## src/rtl/servo_pwm_gen_pkg.sv

```systemverilog
// rtl/servo_pwm_gen_pkg.sv - shared FSM encoding and default timing for the servo PWM generator
package servo_pwm_gen_pkg;

    typedef enum logic [1:0] {
        S_IDLE = 2'd0,
        S_HIGH = 2'd1,
        S_LOW  = 2'd2
    } state_t;

    localparam int DEF_PERIOD_TICKS = 2000;
    localparam int DEF_MIN_POS      = 100;
    localparam int DEF_MAX_POS      = 200;
    localparam int DEF_CENTER_POS   = 150;
    localparam int DEF_STEP         = 1;
    localparam int DEF_CNT_W        = 12;

endpackage

```

## src/rtl/servo_pwm_gen_tick_sync.sv

```systemverilog
// rtl/servo_pwm_gen_tick_sync.sv - synchronise the divider's sclk and turn each rising edge into a one-clk tick
module servo_pwm_gen_tick_sync (
    input  logic clk,
    input  logic rst_n,
    input  logic sclk,
    output logic tick
);

    logic sync1;
    logic sync2;
    logic edge_q;

    always_ff @(posedge clk or negedge rst_n) begin
        if (!rst_n) begin
            sync1  <= 1'b0;
            sync2  <= 1'b0;
            edge_q <= 1'b0;
        end else begin
            sync1  <= sclk;
            sync2  <= sync1;
            edge_q <= sync2;
        end
    end

    assign tick = sync2 & ~edge_q;

endmodule

```

## src/rtl/servo_pwm_gen.sv

```systemverilog
// rtl/servo_pwm_gen.sv - tick-framed servo PWM with a saturating position register and per-frame shadow width
import servo_pwm_gen_pkg::*;

module servo_pwm_gen #(
    parameter int PERIOD_TICKS = DEF_PERIOD_TICKS,
    parameter int MIN_POS      = DEF_MIN_POS,
    parameter int MAX_POS      = DEF_MAX_POS,
    parameter int CENTER_POS   = DEF_CENTER_POS,
    parameter int STEP         = DEF_STEP,
    parameter int CNT_W        = DEF_CNT_W
) (
    input  logic             clk,
    input  logic             rst_n,
    input  logic             sclk,
    input  logic             step_up,
    input  logic             step_dn,
    output logic             pwm_out,
    output logic [CNT_W-1:0] pos,
    output logic             at_min,
    output logic             at_max,
    output logic             frame_start
);

    localparam logic [CNT_W-1:0] MIN_C    = CNT_W'(MIN_POS);
    localparam logic [CNT_W-1:0] MAX_C    = CNT_W'(MAX_POS);
    localparam logic [CNT_W-1:0] CENTER_C = CNT_W'(CENTER_POS);
    localparam logic [CNT_W-1:0] STEP_C   = CNT_W'(STEP);
    localparam logic [CNT_W-1:0] LAST_C   = CNT_W'(PERIOD_TICKS - 1);
    localparam logic [CNT_W:0]   MAX_X    = (CNT_W+1)'(MAX_POS);
    localparam logic [CNT_W:0]   STEP_X   = (CNT_W+1)'(STEP);
    localparam logic [CNT_W:0]   FLOOR_X  = (CNT_W+1)'(MIN_POS + STEP);

    logic             tick;
    state_t           state, state_nxt;
    logic [CNT_W-1:0] cnt, cnt_nxt, cnt_inc;
    logic [CNT_W-1:0] active, active_nxt;
    logic [CNT_W-1:0] pos_nxt;
    logic [CNT_W:0]   pos_x, pos_up;
    logic             pwm_nxt, frame_start_nxt;

    servo_pwm_gen_tick_sync u_tick_sync (
        .clk   (clk),
        .rst_n (rst_n),
        .sclk  (sclk),
        .tick  (tick)
    );

    // Widened by one bit so the upward step cannot wrap before the clamp sees it.
    assign pos_x  = {1'b0, pos};
    assign pos_up = pos_x + STEP_X;

    always_comb begin
        pos_nxt = pos;
        if (step_up && !step_dn) begin
            pos_nxt = (pos_up > MAX_X) ? MAX_C : pos_up[CNT_W-1:0];
        end else if (step_dn && !step_up) begin
            pos_nxt = (pos_x < FLOOR_X) ? MIN_C : (pos - STEP_C);
        end
    end

    assign at_min  = (pos == MIN_C);
    assign at_max  = (pos == MAX_C);
    assign cnt_inc = cnt + CNT_W'(1);

    always_comb begin
        state_nxt       = state;
        cnt_nxt         = cnt;
        active_nxt      = active;
        pwm_nxt         = pwm_out;
        frame_start_nxt = 1'b0;
        if (tick) begin
            unique case (state)
                S_IDLE: begin
                    cnt_nxt         = '0;
                    active_nxt      = pos;
                    frame_start_nxt = 1'b1;
                    pwm_nxt         = 1'b1;
                    state_nxt       = S_HIGH;
                end
                S_HIGH: begin
                    cnt_nxt = cnt_inc;
                    if (cnt_inc == active) begin
                        pwm_nxt   = 1'b0;
                        state_nxt = S_LOW;
                    end
                end
                S_LOW: begin
                    if (cnt == LAST_C) begin
                        // Shadow width is only refreshed here, so a pulse in flight never changes.
                        cnt_nxt         = '0;
                        active_nxt      = pos;
                        frame_start_nxt = 1'b1;
                        pwm_nxt         = 1'b1;
                        state_nxt       = S_HIGH;
                    end else begin
                        cnt_nxt = cnt_inc;
                    end
                end
                default: begin
                    state_nxt = S_IDLE;
                    pwm_nxt   = 1'b0;
                end
            endcase
        end
    end

    always_ff @(posedge clk or negedge rst_n) begin
        if (!rst_n) begin
            state       <= S_IDLE;
            cnt         <= '0;
            active      <= CENTER_C;
            pos         <= CENTER_C;
            pwm_out     <= 1'b0;
            frame_start <= 1'b0;
        end else begin
            state       <= state_nxt;
            cnt         <= cnt_nxt;
            active      <= active_nxt;
            pos         <= pos_nxt;
            pwm_out     <= pwm_nxt;
            frame_start <= frame_start_nxt;
        end
    end

endmodule

```

## config.mk

```make
export PLATFORM = sky130hd
export DESIGN_NAME = servo_pwm_gen
export DESIGN_NICKNAME = d
export VERILOG_FILES = /design/src/rtl/servo_pwm_gen_pkg.sv /design/src/rtl/servo_pwm_gen_tick_sync.sv /design/src/rtl/servo_pwm_gen.sv
export SDC_FILE = /design/constraint.sdc
export NUM_CORES = 1
export LEC_CHECK = 0
export ABC_AREA = 1
export CAP_MARGIN = 20
export CORE_MARGIN = 8
export CORE_UTILIZATION = 55
export CTS_BUF_LIST = sky130_fd_sc_hd__clkbuf_16
export DETAILED_ROUTE_END_ITERATION = 8
export HOLD_SLACK_MARGIN = 0.08
export PLACE_DENSITY_LB_ADDON = 0.05
export SLEW_MARGIN = 25
export SYNTH_ARGS = -nofsm -noshare
export SYNTH_HDL_FRONTEND = slang
export SYNTH_HIERARCHICAL = 1
export SYNTH_SLANG_ARGS = --single-unit
export TNS_END_PERCENT = 1
```

## constraint.sdc

```tcl
create_clock -name clk -period 2.71 [get_ports clk]
set_clock_uncertainty 0.2 [all_clocks]
set_input_delay 0.271 -clock clk [delete_from_list [all_inputs] [get_ports clk]]
set_output_delay 0.271 -clock clk [all_outputs]
set_load 0.02 [all_outputs]
```

* Yosys cells after proc, flatten, opt, wreduce, memory -nomap -nowiden
Cells that the tools add are included.
** Storage, ports and cells
- Register bits after elaboration :: 43
- Latch bits :: 0
- Bits in writable memories :: 0
- Bits in read-only memories :: 0
- Bits of input ports :: 5
- Output and inout bits :: 16
- Logic and storage cells :: 52
- Memories kept :: 0
** Cells by class
- $add $sub $neg :: 3
- $mul :: 0
- Div/mod/pow operators :: 0
- Order comparisons :: 2
- Eq/ne operators :: 8
- Shift-type cells :: 0
- Multiplexer cells :: 17
- Bitwise operators :: 2
- Reductions and logical operators :: 11
** Operators by type and width (number)
- 12-bit two-way mux :: 6
- 12-bit case mux with 3 select lines :: 1
- 12-bit case mux with 2 select lines :: 1
- 12-bit by 1-bit adder with 13-bit output, second input constant :: 1
- 13-bit by 8-bit > comparator with 1-bit output, second input constant :: 1
- 12-bit by 1-bit adder with 12-bit output, second input constant :: 1
- 12-bit by 11-bit == test with 1-bit output, second input constant :: 1
- 12-bit == test :: 1
- 12-bit by 7-bit == test with 1-bit output, second input constant :: 1
- 12-bit by 8-bit == test with 1-bit output, second input constant :: 1
- 12-bit by 7-bit less-than comparator with 1-bit output, second input constant :: 1
- 12-bit by 1-bit subtractor with 12-bit output, second input constant :: 1
- 2-bit case mux with 3 select lines :: 1
- 3-bit AND reduction :: 2
- 1-bit two-way mux :: 4
- 2-bit two-way mux :: 2
- 2-bit inequality test, second input constant :: 2
- 2-bit nonzero test :: 2
- 1-bit case mux with 3 select lines :: 1
- 3-bit nonzero test :: 1
- 2-bit by 1-bit == test with 1-bit output, second input constant :: 1
- 2-bit == test, second input constant :: 1
- 1-bit logical AND :: 2
- 1-bit zero test :: 2
- 5 further kinds :: 5

* Longest topological paths before layout
- Depth after elaboration :: 4
- Mapped depth :: 15
- Mapped depth without buffers :: 15

* Hierarchy
The synthesis kept the hierarchy.
** By module, submodules not included
- servo_pwm_gen :: instances 1, cells an instance 389, area each 2889.0 um^2, sequential area each 1011.0 um^2
- servo_pwm_gen_tick_sync :: instances 1, cells an instance 5, area each 85.1 um^2, sequential area each 75.1 um^2

* Least setup slack after synthesis
OpenSTA, ideal clock, no wires.
- Path type :: register -> register
- Start :: register pos[1]
- End :: register pos[6]
- Setup time :: 0.113 ns
- Arrival time :: 1.806 ns
- Data required time :: 2.397 ns
- Slack :: 0.591 ns
- Stages on the path, launching flop included :: 13
- Buffers on the path :: 0
- Period minus slack after synthesis :: 2.119 ns
- Path through :: dfstp_2 -> ha_1 -> nand2_2 -> nor3_4 -> nand3_1 -> nand2_1 -> nand2_1 -> nor2_4 -> nand3_4 -> nand2_4 -> nand3_2 -> nand2_1 -> inv_1
** Between the ends
- Cells in the longest elaborated chain, start to end :: 4
- Elaborated cells on any way between the ends :: 8
- Classes of those cells :: 2 x add/sub; 2 x order compare; 4 x mux
** RTL lines
- start, declared :: line servo_pwm_gen.sv:18 : output logic [CNT_W-1:0] pos,
- start signal, assigned :: line servo_pwm_gen.sv:119 : pos <= pos_nxt;
- 12-bit by 1-bit adder with 13-bit output (tied with other cells) :: line servo_pwm_gen.sv:50 : assign pos_up = pos_x + STEP_X;
- 13-bit by 8-bit > comparator with 1-bit output / 12-bit two-way mux (equally long branches) :: line servo_pwm_gen.sv:55, servo_pwm_gen.sv:57
- 12-bit two-way mux, on equally long branches :: line servo_pwm_gen.sv:55, servo_pwm_gen.sv:56
- 12-bit two-way mux * :: line servo_pwm_gen.sv:54 : if (step_up && !step_dn) begin
Every way passes the cells marked *; elsewhere a longest branch is shown, timed or not. The select of a mux whose other input is x is not followed.
A chain may end at the register's enable or synchronous reset.

* Final worst setup path
- Start :: register pos[0]
- End :: output port at_max
** Between the ends
- Cells in the longest elaborated chain, start to end :: 1
** RTL lines
- 12-bit by 8-bit == test with 1-bit output :: line servo_pwm_gen.sv:62 : assign at_max = (pos == MAX_C);
- end, declared :: line servo_pwm_gen.sv:20 : output logic at_max,
No other way between the ends.

==> results.md <==
* Outcome: finished clean
* Most common cell after layout, fill and taps aside: nand2_1
* Worst setup EP type: output pin
* Num ports at 21
* Pwr dens at 891 nW/um^2
* Core area at 5170 um^2
* Clock-pin slew on the worst setup and hold paths at 60 ps
* Yosys cell types at 42
* Syn nets at 410
* Remaining global-route overflow at 0
* GRT Total Usage at 0.187
* Layout overhead on the synthesized area at 14.4%
* Largest net degree at the start of global routing at 25
* I/O Buffers at 20
* Die width at 89.5 um
* CTS H-tree lvls at 2
* CTS buffer count at 5
* Site Rows at 26
* Number of antenna violations at the first check in global routing at 0
* Min-delay worst type: flop to flop
* Placed cell areas at 3260 um^2
* Most frequent cells in the layout: nand2_1 (98), inv_1 (51), nand3_1 (38)
* Worst reg2reg path endpoint: pwm_out
* Setup repair bufs after CTS at 0
* Sw frac at 0.433
* Hold Fails Final Rpt at 0
* Vias at 2622
* CP max-delay cell: clkdlybuf4s50_1
* Layout Cell Area excl Fill at 3400 um^2
* Post-DP HPWL at 5210 um
* Flop pwr share at 0.356
* Clock Latency Late Sink at 280 ps
* DRT iter0 DRCs at 139
* Crit Path Max Fanout at 6
* Yosys reg bits at 43
* Synth Warn # at 6
* CP Capture Point: at_max
* Crit path kind: flop to output pin
* Starting Density at 0.575
* CP Launch Point: pos[0]
* Nets@finish at 437
* Slew Viols, Final at 0
* Clock power share at 0.184
* Mapped cell area at 2970 um^2
* Clk root buf: clkbuf_16
* Fin crit period at 2580 ps
* WL/cell at 13.9 um
* Routed WL at 6820 um
* Die ar. at 8020 um^2
* FMAX at 0.388 GHz
* CP startpoint kind: flop
* RSZ-0062 raised after global routing: no
* Resize count post-CTS at 0
* Max-cap violations at 0
* Vias in the first global route at 2578
* Setup TNS at 0 ps
* Worst-margin pin slew at 592 ps
* First-pass GRT wire length at 11600 um
* Power Internal at 1.72 mW
* Clock Tree Buf Depth at 2
* Worst EP arrival at 2110 ps
* RePlAce Congestion at 0.953
* Worst R2R Setup Slack at 500 ps
* Avg Synthesized Cell Area at 7.55 um^2
* Comb pwr share at 0.460
* Seq/Total Area, Yosys at 0.365
* 1st-pass router iterations at 4
* FF-to-FF Start: cnt[0]
* Maximum vdd drop at 0.782 mV
* CP Data Required Time at 2240 ps
* Sw power at 1.31 mW
* Die Y at 89.5 um
* DRC at 0
* Design Power at 3.03 mW
* Relative slew slack at 0.605
* Vias per cell at 5.34
* Fraction of layout cells with a size suffix above 1 at 0.135
* Sink Count at 43
* Tcrit/Tclk final at 0.952
* Ranking of synthesized cells by area: dfrtp_1 (29%), nand2_1 (12%), dfstp_2 (7.1%), nand3_1 (6.4%), inv_1 (6.2%)
* ANT cells at 0
* Yosys top cell area share at 0.294
* CTS tree: built
* Crit path cell chain: inv_1 -> ha_1 -> nand3_1 -> nor4_1 -> clkdlybuf4s50_1
* Max stage delay on crit path at 660 ps
* Routed Antenna Nets at 0
* Post-Synthesis Cells at 394
* Pleak at 1.52 nW
* Area leader, netlist: dfrtp_1
* Worst reg2reg path depth at 13
* Final setup violation count at 0
==> cell type report <==
| cell class | count | area, um^2 |
|---|---|---|
| tap | 70 | 87.6 |
| clock inverter | 2 | 7.51 |
| inverter | 55 | 206 |
| fill | 466 | 1770 |
| clock buffer | 5 | 125 |
| sequential | 43 | 1090 |
| multi-input combinational | 290 | 1650 |
| timing repair buffer | 26 | 243 |
==> cell usage after synthesis, drive strengths merged <==
master     n
nand3     42
a211oi     3
nand2    106
a31oi      1
o21a       1
ha        11
a21oi      6
o2111ai    1
o21bai     1
nor2      41
xnor2      2
nor4       2
clkinv     1
buf        4
nand3b     2
xor2      12
dfstp      8
a22oi      5
or2        1
o22ai     10
nand4      8
dfrtp     35
clkbuf     2
o21ai     24
inv       54
nor3       9
o211ai     2
==> flip-flops by register name, indices dropped and copies added (netlist names) <==
signal and flops:
frame_start 1, u_tick_sync/sync1 1, pos 12, cnt 12, pwm_out 1, u_tick_sync/sync2 1, active 12, u_tick_sync/edge_q 1
state 2
==> critical path: cells and delay by family (launching register included) <==
kind / cells / cell delay, ps
adder cells (fa/ha/maj): 1 / 210
buffers and inverters: 2 / 850
flip-flops: 1 / 440
AND/OR/NAND/NOR: 2 / 340
==> worst min-delay path by stage <==
stage                      start           endpoint  cells past startpoint
2_1_floorplan              rst_n          active[0]                      0
3_3_place_gp               rst_n             cnt[6]                      1
3_5_place_dp               rst_n             cnt[6]                      1
4_1_cts        u_tick_sync/sync1  u_tick_sync/sync2                      0
5_1_grt        u_tick_sync/sync1  u_tick_sync/sync2                      0
6_report       u_tick_sync/sync1  u_tick_sync/sync2                      0
==> what timing repair did <==
action                                  in CTS  in global routing
hold buffers                                 1                  0
endpoints found under the setup margin       0                  0
hold endpoints to repair                    18                  0
==> stage by stage <==
step,instances,utilization,hold slack [ps],worst slack (ps)
floorplan,394,-,-225,591
global route,491,0.658,165,34.5
detailed placement,483,0.630,117,435
finish,491,0.658,149,131
global placement,483,0.630,112,484
CTS,491,0.658,153,108
==> kinds of logic after synthesis <==
group / share of synthesized area
and+or+nand+nor: 0.348
buffers and inverters: 0.0812
AOI/OAI and AO/OA: 0.115
DFF: 0.365
xor gates and xnor gates: 0.0438
adders and majority gates: 0.0463
==> per-layer routing <==
metal | up-vias | GRT usage | wire (um)
li1 | 1349 | - | -
met1 | 1205 | 0.226 | 3140
met2 | 60 | 0.320 | 3320
met3 | 8 | 0.0267 | 250
met4 | 0 | 0.0846 | 117
met5 | - | 0 | 0
==> power groups by stage <==
stage / combinational (mW) / clock, mW / sequential [mW]
floorplan: 0.971 / 0 / 1.09
global placement: 1.38 / 0 / 1.08
detailed placement: 1.39 / 0 / 1.08
CTS: 1.40 / 0.577 / 1.07
global route: 1.56 / 0.595 / 1.11
finish: 1.39 / 0.558 / 1.08
No activity file was read; power rests on OpenSTA's default activity.
